## src/rtl/sprite_reg_bank.sv

```systemverilog
// sprite_reg_bank: double-buffered sprite register bank for a tile/sprite renderer.
// The CPU sees a shadow copy of every sprite byte. The renderer reads an active copy
// that is refreshed in one edge at vertical blank, unless the CPU holds the frame lock.
// The block also holds a saturating score accumulator, a displayed score, a frame
// counter and a window of read-only external status words.
module sprite_reg_bank #(
  parameter int NUM_SPRITES = 5,
  parameter int FIELDS      = 6,
  parameter int NUM_EXT     = 4,
  parameter int FRAME_W     = 6
) (
  input  logic                   clk,
  input  logic                   reset,
  input  logic [6:0]             reg_addr,
  input  logic [15:0]            in,
  input  logic                   we,
  output logic [15:0]            out,
  input  logic                   vblank,
  input  logic [3:0]             disp_sprite,
  input  logic [2:0]             disp_field,
  output logic [7:0]             disp_data,
  output logic                   commit_done,
  input  logic [16*NUM_EXT-1:0]  ext_in
);

  localparam logic [6:0] ADDR_LOCK       = 7'h60;
  localparam logic [6:0] ADDR_SCORE      = 7'h61;
  localparam logic [6:0] ADDR_SCORE_ADD  = 7'h62;
  localparam logic [6:0] ADDR_SCORE_DISP = 7'h63;
  localparam logic [6:0] ADDR_STATUS     = 7'h64;
  localparam logic [6:0] ADDR_FRAME      = 7'h65;

  // Score accumulation saturates at full scale instead of wrapping.
  function automatic logic [15:0] sat_add16(input logic [15:0] a, input logic [15:0] b);
    logic [16:0] sum;
    sum = {1'b0, a} + {1'b0, b};
    return sum[16] ? 16'hFFFF : sum[15:0];
  endfunction

  // Only valid (sprite, field) slots are stored; out-of-range slots have no storage.
  logic [7:0]         shadow_q [NUM_SPRITES][FIELDS];
  logic [7:0]         shadow_d [NUM_SPRITES][FIELDS];
  logic [7:0]         active_q [NUM_SPRITES][FIELDS];
  logic [7:0]         active_d [NUM_SPRITES][FIELDS];

  logic               lock_q, lock_d;
  logic               dirty_q, dirty_d;
  logic [15:0]        score_q, score_d;
  logic [15:0]        score_disp_q, score_disp_d;
  logic [FRAME_W-1:0] frame_q, frame_d;
  logic [7:0]         disp_data_q, disp_data_d;
  logic               commit_done_q, commit_done_d;

  logic               spr_hit;
  logic               commit_go;

  // A commit needs pending shadow changes and uses the lock value held before this edge.
  assign commit_go = vblank && !lock_q && dirty_q;

  // Does the current address hit a valid sprite byte?
  always_comb begin
    spr_hit = 1'b0;
    for (int s = 0; s < NUM_SPRITES; s++) begin
      for (int f = 0; f < FIELDS; f++) begin
        if (reg_addr == 7'(s * 8 + f)) spr_hit = 1'b1;
      end
    end
  end

  // Shadow bank takes CPU writes; active bank snapshots the pre-write shadow on commit.
  always_comb begin
    shadow_d = shadow_q;
    active_d = active_q;
    if (commit_go) active_d = shadow_q;
    for (int s = 0; s < NUM_SPRITES; s++) begin
      for (int f = 0; f < FIELDS; f++) begin
        if (we && (reg_addr == 7'(s * 8 + f))) shadow_d[s][f] = in[7:0];
      end
    end
  end

  // Control and game-state registers: lock, dirty, score, displayed score, frame.
  always_comb begin
    lock_d        = lock_q;
    dirty_d       = dirty_q;
    score_d       = score_q;
    score_disp_d  = score_disp_q;
    frame_d       = frame_q;
    commit_done_d = commit_go;

    // A write landing on the commit edge re-marks the shadow as dirty.
    if (commit_go) dirty_d = 1'b0;
    if (we && spr_hit) dirty_d = 1'b1;

    if (we) begin
      case (reg_addr)
        ADDR_LOCK:       lock_d       = in[0];
        ADDR_SCORE:      score_d      = in;
        ADDR_SCORE_ADD:  score_d      = sat_add16(score_q, in);
        ADDR_SCORE_DISP: score_disp_d = in;
        default: ;
      endcase
    end

    if (vblank) frame_d = frame_q + FRAME_W'(1);
  end

  // Renderer byte select; invalid selects fall through to zero.
  always_comb begin
    disp_data_d = 8'h00;
    for (int s = 0; s < NUM_SPRITES; s++) begin
      for (int f = 0; f < FIELDS; f++) begin
        if ((disp_sprite == 4'(s)) && (disp_field == 3'(f))) disp_data_d = active_q[s][f];
      end
    end
  end

  // CPU read mux, combinational from reg_addr.
  always_comb begin
    out = 16'h0000;
    for (int s = 0; s < NUM_SPRITES; s++) begin
      for (int f = 0; f < FIELDS; f++) begin
        if (reg_addr == 7'(s * 8 + f)) out = {8'h00, shadow_q[s][f]};
      end
    end
    for (int k = 0; k < NUM_EXT; k++) begin
      if (reg_addr == 7'(32'h70 + k)) out = ext_in[16*k +: 16];
    end
    case (reg_addr)
      ADDR_LOCK:       out = {15'b0, lock_q};
      ADDR_SCORE:      out = score_q;
      ADDR_SCORE_DISP: out = score_disp_q;
      ADDR_STATUS:     out = {14'b0, lock_q, dirty_q};
      ADDR_FRAME:      out = 16'(frame_q);
      default: ;
    endcase
  end

  // Sprite storage registers; asynchronous reset clears both banks.
  always_ff @(posedge clk or negedge reset) begin
    if (!reset) begin
      for (int s = 0; s < NUM_SPRITES; s++) begin
        for (int f = 0; f < FIELDS; f++) begin
          shadow_q[s][f] <= 8'h00;
          active_q[s][f] <= 8'h00;
        end
      end
    end else begin
      shadow_q <= shadow_d;
      active_q <= active_d;
    end
  end

  // Control, score, frame and renderer-facing output registers.
  always_ff @(posedge clk or negedge reset) begin
    if (!reset) begin
      lock_q        <= 1'b0;
      dirty_q       <= 1'b0;
      score_q       <= 16'h0000;
      score_disp_q  <= 16'h0000;
      frame_q       <= '0;
      disp_data_q   <= 8'h00;
      commit_done_q <= 1'b0;
    end else begin
      lock_q        <= lock_d;
      dirty_q       <= dirty_d;
      score_q       <= score_d;
      score_disp_q  <= score_disp_d;
      frame_q       <= frame_d;
      disp_data_q   <= disp_data_d;
      commit_done_q <= commit_done_d;
    end
  end

  assign disp_data   = disp_data_q;
  assign commit_done = commit_done_q;

endmodule

```

## config.mk

```make
export PLATFORM = sky130hd
export DESIGN_NAME = sprite_reg_bank
export DESIGN_NICKNAME = d
export VERILOG_FILES = /design/src/rtl/sprite_reg_bank.sv
export SDC_FILE = /design/constraint.sdc
export NUM_CORES = 1
export LEC_CHECK = 0
export ABC_AREA = 1
export CAP_MARGIN = 25
export CELL_PAD_IN_SITES_DETAIL_PLACEMENT = 0
export CELL_PAD_IN_SITES_GLOBAL_PLACEMENT = 2
export CORE_ASPECT_RATIO = 0.75
export CORE_MARGIN = 4
export CORE_UTILIZATION = 37
export DETAILED_ROUTE_END_ITERATION = 8
export PLACE_DENSITY = 0.9
export SLEW_MARGIN = 20
export SYNTH_ARGS = -nofsm -noshare
export SYNTH_HDL_FRONTEND = slang
export SYNTH_SLANG_ARGS = --single-unit
```

## constraint.sdc

```tcl
create_clock -name clk -period 3.5 [get_ports clk]
set_clock_uncertainty 0.1 [all_clocks]
set_input_delay 0.35 -clock clk [delete_from_list [all_inputs] [get_ports clk]]
set_output_delay 0.35 -clock clk [all_outputs]
set_load 0.02 [all_outputs]
```

==> results of run 1 <==
==> logic make-up (layout without fill, tap and decap cells) <==
group           Yosys count  after routing
other cells               0              2
flops                   529            529
xor+xnor                 19             19
compound gates          574            574
simple gates           1592           1592
fa+ha+maj                18             18
buf+inv                 376            751
mux                       8              8
==> what timing repair did <==
action,in CTS,in global routing
hold buffers,1,0
gates cloned,1,0
setup endpoints to repair,15,14
setup buffers,21,17
endpoints found under the hold margin,87,0
pin swaps,84,102
gates resized for setup,156,84
==> layout by cell type (no fill, tap or decap), drive strengths merged, types with 16 or more instances in the layout <==
master         count
nand2           1222
nand3             82
clkbuf            83
clkdlybuf4s50     98
nor2             170
o21ai            421
ha                17
buf              304
xor2              16
nand4             78
dfrtp            529
or2               20
a21oi             78
nor3              17
inv              234
a221oi            22
==> per-stage QoR <==
stage	TNS (ns)	instance area, sq um
2_1_floorplan	0	24900
3_3_place_gp	-13.50	28800
3_5_place_dp	-14.33	28800
4_1_cts	-2.06	31200
5_1_grt	-2.80	31600
6_report	-1.35	31600
==> worst paths after layout <==
check / startpoint / end / depth (start not counted)
min in group clk: we / lock_q / 2
min reg2reg: active_q[61] / active_q[61] / 2
max reg2reg: active_q[238] / disp_data[6] / 16
max in group asynchronous: reset / active_q[237] / 3
max: shadow_q[231] / out[7] / 19
min: reset / active_q[128] / 2
==> state kept, by name, indices dropped and copies added (netlist names) <==
| name | flops |
|---|---|
| lock_q | 1 |
| score_q | 16 |
| dirty_q | 1 |
| shadow_q | 240 |
| commit_done | 1 |
| score_disp_q | 16 |
| frame_q | 6 |
| active_q | 240 |
| disp_data | 8 |
==> routing by layer <==
layer / GRT usage / vias to the layer above / routed length (microns) / share of wire
met5: 0 / - / 13 / 0.00015
met1: 0.378 / 11200 / 42200 / 0.47
met3: 0.0579 / 124 / 7620 / 0.086
met4: 0.0495 / 2 / 1770 / 0.020
met2: 0.353 / 825 / 37400 / 0.42
li1: - / 10800 / - / -
==> layout make-up <==
type / count / area [sq um] / area share
Sequential cell: 529 / 13200 / 0.419
Clock buffer: 82 / 1630 / 0.0516
Clock inverter: 20 / 308 / 0.00975
Tap cell: 882 / 1100 / 0.0350
Multi-Input combinational cell: 2211 / 10600 / 0.337
Timing Repair Buffer: 413 / 3740 / 0.119
Antenna cell: 2 / 5.00 / 0.000159
Inverter: 236 / 898 / 0.0285
==> power by group through the flow <==
stage	Combinational, uW	Clock [uW]	Sequential [uW]
finish	2540	6360	7570
global route	2850	6730	7660
CTS	2520	6480	7560
detailed placement	2470	0	7660
global placement	2390	0	7630
floorplan	1490	0	7440
==> worst max-delay path: cells and delay by family (launching register included) <==
kind | cells | cell delay (ns)
AND/OR/NAND/NOR | 15 | 1.76
flip-flops | 1 | 0.39
AO/OA/AOI/OAI | 2 | 0.33
buffers and inverters | 2 | 0.22
==> metrics.txt, run 1 <==
post-route total power=16500 uW; dominant synthesized flop cell=dfrtp_1; Die Area=71500 sq um; Internal=11700 uW; Seq cells post-synth=529; Die Y=233 microns; count of final setup violators=8; Clock Sink Count=529; Hold Violations, Final=0; final global-route overflow total=0; Std-Cell Rows=82; critical path required time=3.05 ns; Mapped Avg Cell Area=7.99 sq um; RSZ-0062 raised after global routing=true; Yosys top cell by area=dfrtp_1; synthesized instance count=3116; crit-path most repeated cell=nand4_1; via count=22900; final worst-path cycle share=1.08; top post-synthesis cells by count=1215 x nand2_1, 529 x dfrtp_1, 396 x o21ai_0; status=finished, violations left; clk slew on worst S/H paths=0.07 ns; crit path cell chain=inv_2 -> o211ai_1 -> a21oi_2 -> nand4_1 -> nand2_1 -> nand4_1 -> nand2_1 -> nand4_1 -> nand2_1 -> nand3_2 -> nand2_2 -> nand4_1 -> nand2_1 -> nand2_2 -> nand2_2 -> nand4_1 -> nor2_2 -> nand4_1 -> buf_6; worst-margin pin slew=1.04 ns; Ys Warns=0; post-synthesis compound-gate area fraction=0.128; Post-synth EDFFs=0; sw frac=0.293; DP HPWL=63.2 mm; failing checks=setup timing; H-tree depth=2; Min-Delay Path Class=primary input to asynchronous set/reset pin; sequential-to-total area share from yosys stat=0.532; Largest stage delay, worst path=0.39 ns; combinational share of power=0.154; dpl cells=4231; crit path max fanout=2; Synth cell types=49; final cell count without fillers=4375; Core ar.=66700 sq um; Post-Synth Adder-Cell Area=0.00935; Setup crit start kind=flip-flop; kind of critical path=flip-flop to primary output; Port Buf Inserts=122; fmax=0.265 GHz; die width=307 microns; largest cells by area after synthesis=dfrtp_1 53%, nand2_1 18%, o21ai_0 8.0%; post-detailed-route DRC marker count=0; multiplexer area fraction after synthesis=0.00362; register-to-register path setup slack=0.38 ns; routed len/inst=20.4 microns; Area growth syn-to-layout=26.9%; synthesized area=24900 sq um; LEAKAGE=0.0149 uW; vias in the first global route=22000; FILL cells=6522; top-area cell type share of the netlist area=0.532; RD Place Congestion=0.879; pin count of the biggest net entering global routing=124; Core Util, Final=0.473; ANT nets after route=0; Total GRT Usage=0.246; initial cell density of the core=0.373; Root Driver=clkbuf_16; Hold WS=0.304 ns; Max clock buf depth=3; worst slack, placed=-1.31 ns; TritonCTS clock tree=done; CP max-delay cell=dfrtp_1; most frequent cell after synthesis=nand2_1; routed wire length=89.1 mm; Final Max Tran Viols=0; Layout Nets=3562; simple-gate portion of the synthesized area=0.261; pwr/cell area=522 nW/um^2; First-pass DRT Iterations=6; Crit. End Element=primary output; Worst EP arrival=3.32 ns; Slew headroom=0.307; first-pass GRT wire length=135 mm; IO Count=123; XOR/XNOR Fraction of Synth Area=0.00669; Syn Nets=3232; maxcap violations=0; Min Clock Period, post-route=3.77 ns; layout cells sized above 1=0.177; Inserted Clock Buffers=55; clock network fraction of design power=0.386; clock latency on the worst-skew pair=0.62 ns; DR vias/cell=5.23; Sw Pwr=4820 uW; sequential power share=0.460; initial antenna violation count=2; ys async rst share=1.00; combinational family with the most area after synthesis=simple AND/OR/NAND/NOR gates; final worst slack=-0.274 ns; Initial DRC Count=2408; Max IR drop VDD=0.344 mV
No activity file was read; power rests on OpenSTA's default activity.
==> inputs of run 2 (changes only) <==
Settings changed: CORE_MARGIN 4 to 2, CTS_CLUSTER_SIZE set to 30.
==> metrics.txt, run 2 (synthesis gave the netlist of run 1 again) <==
ANT nets after route=0 (unchanged); DP Area=28600 sq um (-0.59%); LEAKAGE=0.0147 uW (-1.6%); count of final setup violators=8 (unchanged); biggest regs=active_q (240), shadow_q (240); Initial DRC Count=2545 (+5.7%); Inserted Clock Buffers=55 (unchanged); failing checks=setup timing; Port Buf Inserts=122 (unchanged); Worst Reg-to-Reg Cells=21 (+5); Min Clock Period, post-route=3.81 ns (+0.0316 ns); final global-route overflow total=0 (unchanged); post-route total power=16100 uW (-2.6%); pin count of the biggest net entering global routing=122 (-1.6%); RSZ-0062 raised after global routing=true; die width=303 microns (-1.3%); final worst-path cycle share=1.09 (+0.00902); r2r endpoint=score_q[11]; initial antenna violation count=3 (+1); Max clock buf depth=3 (unchanged); Root Driver=clkbuf_16; initial cell density of the core=0.373 (unchanged); Die Area=69400 sq um (-3.0%); final instance area=31300 sq um (-0.80%); Multi-input gate area=10800 sq um (+1.3%); post-detailed-route DRC marker count=0 (unchanged); maxcap violations=0 (unchanged); Layout Nets=3538 (-0.67%); clock latency on the worst-skew pair=0.62 ns (about the same); clk slew on worst S/H paths=0.06 ns (about the same); routed len/inst=20.8 microns (+2.1%); Min-Delay Path Class=primary input to asynchronous set/reset pin; via count=22900 (+0.074%); First-pass DRT Iterations=5 (-1); routed wire length=90.3 mm (+1.4%); kind of critical path=flip-flop to primary output; sequential cell area=13200 sq um (unchanged); setup TNS=-1.77 ns (-0.414 ns); worst slack, placed=-1.45 ns (-0.150 ns); R2R Path Start=score_q[0]; worst-margin pin slew=1.07 ns (+0.0317 ns); FILL cells=6554 (+0.49%); Antenna Cells=0 (-2); Area growth syn-to-layout=25.9%; DR vias/cell=5.28 (+0.79%); vias in the first global route=22300 (+1.4%); Final Max Tran Viols=0 (unchanged); Max IR drop VDD=0.300 mV (-13%); first-pass GRT wire length=138 mm (+2.1%); critical path required time=3.05 ns (about the same); TritonCTS clock tree=done; fmax=0.263 GHz (-0.83%); final worst slack=-0.306 ns (-0.0316 ns); register-to-register path setup slack=0.37 ns (about the same); Slew headroom=0.285 (-0.0222); Die Y=229 microns (-1.7%); pwr/cell area=513 nW/um^2 (-1.8%); Worst EP arrival=3.36 ns (+0.04 ns); commonest non-fill, non-tap cells in the layout=1166 x nand2_1, 529 x dfrtp_1, 384 x o21ai_0; Crit. End Element=primary output; Core ar.=66700 sq um (unchanged); Total GRT Usage=0.261 (+0.0148); IO Count=123 (unchanged); H-tree depth=2 (unchanged); Hold Violations, Final=0 (unchanged); crit path max fanout=3 (+1); status=finished, violations left; DP HPWL=63.4 mm (+0.20%); RD Place Congestion=0.938 (+6.7%); commonest non-fill, non-tap cell in the layout=nand2_1; layout cells sized above 1=0.173 (-0.00343); Hold WS=0.166 ns (-0.138 ns); Std-Cell Rows=82 (unchanged); Clock Sink Count=529 (unchanged); Setup crit start kind=flip-flop
[run 2: worst max-delay path: stages (launching register included)]
cell and delay [ns]:
dfrtp_1 0.40, nand2_1 0.08, o211ai_1 0.16, a21oi_2 0.16, nand4_1 0.24, nand2_1 0.17
nand4_1 0.12, nand2_1 0.11, nand4_1 0.12, nand2_1 0.10, nand3_1 0.07, nand2_1 0.10
nand4_1 0.10, nand2_1 0.11, nand2_2 0.08, nand2_2 0.09, nand4_1 0.13, nor2_1 0.15
nand4_1 0.08, buf_2 0.17
[run 2: worst max path at each step]
stage	startpoint	to	slack (ns)	cells past startpoint
5_1_grt	shadow_q[239]	out[7]	-0.48	19
6_report	shadow_q[239]	out[7]	-0.31	19
4_1_cts	shadow_q[228]	out[4]	-0.40	21
2_1_floorplan	in[1]	score_q[5]	0.52	22
3_3_place_gp	reg_addr[1]	out[4]	-1.46	25
3_5_place_dp	reg_addr[1]	out[4]	-1.45	25
[run 2: through the flow]
stage               std cells  utilization
floorplan                3116            -
global placement         4210        0.429
detailed placement       4210        0.429
CTS                      4328        0.464
global route             4344        0.470
finish                   4344        0.470
[run 2: what timing repair did]
item,4_1_cts,5_1_grt
pin swaps,80,108
hold buffers,1,0
gates resized for setup,178,80
hold endpoints to repair,47,0
cloned,1,0
setup endpoints to repair,16,16
buffers inserted,20,16
[run 2: area by class of cell]
cell class                 count  share of cell area
clock inverter                17             0.00631
sequential                   529               0.423
tap                          882              0.0352
timing repair buffer         389               0.112
inverter                     236              0.0285
multi-input combinational   2211               0.344
clock buffer                  80              0.0505
[run 2: power by group]
group | switching, uW | leakage [uW] | internal [uW]
combinational | 1670 | 0.00661 | 865
sequential | 608 | 0.00717 | 6970
clock | 2530 | 0.000874 | 3410
[run 2: layer usage]
layer,track usage,vias to the layer above,wire (microns)
li1,-,10700,-
met1,0.406,11200,42700
met2,0.362,875,37300
met3,0.0686,105,8760
met4,0.0466,4,1500
met5,0,-,29
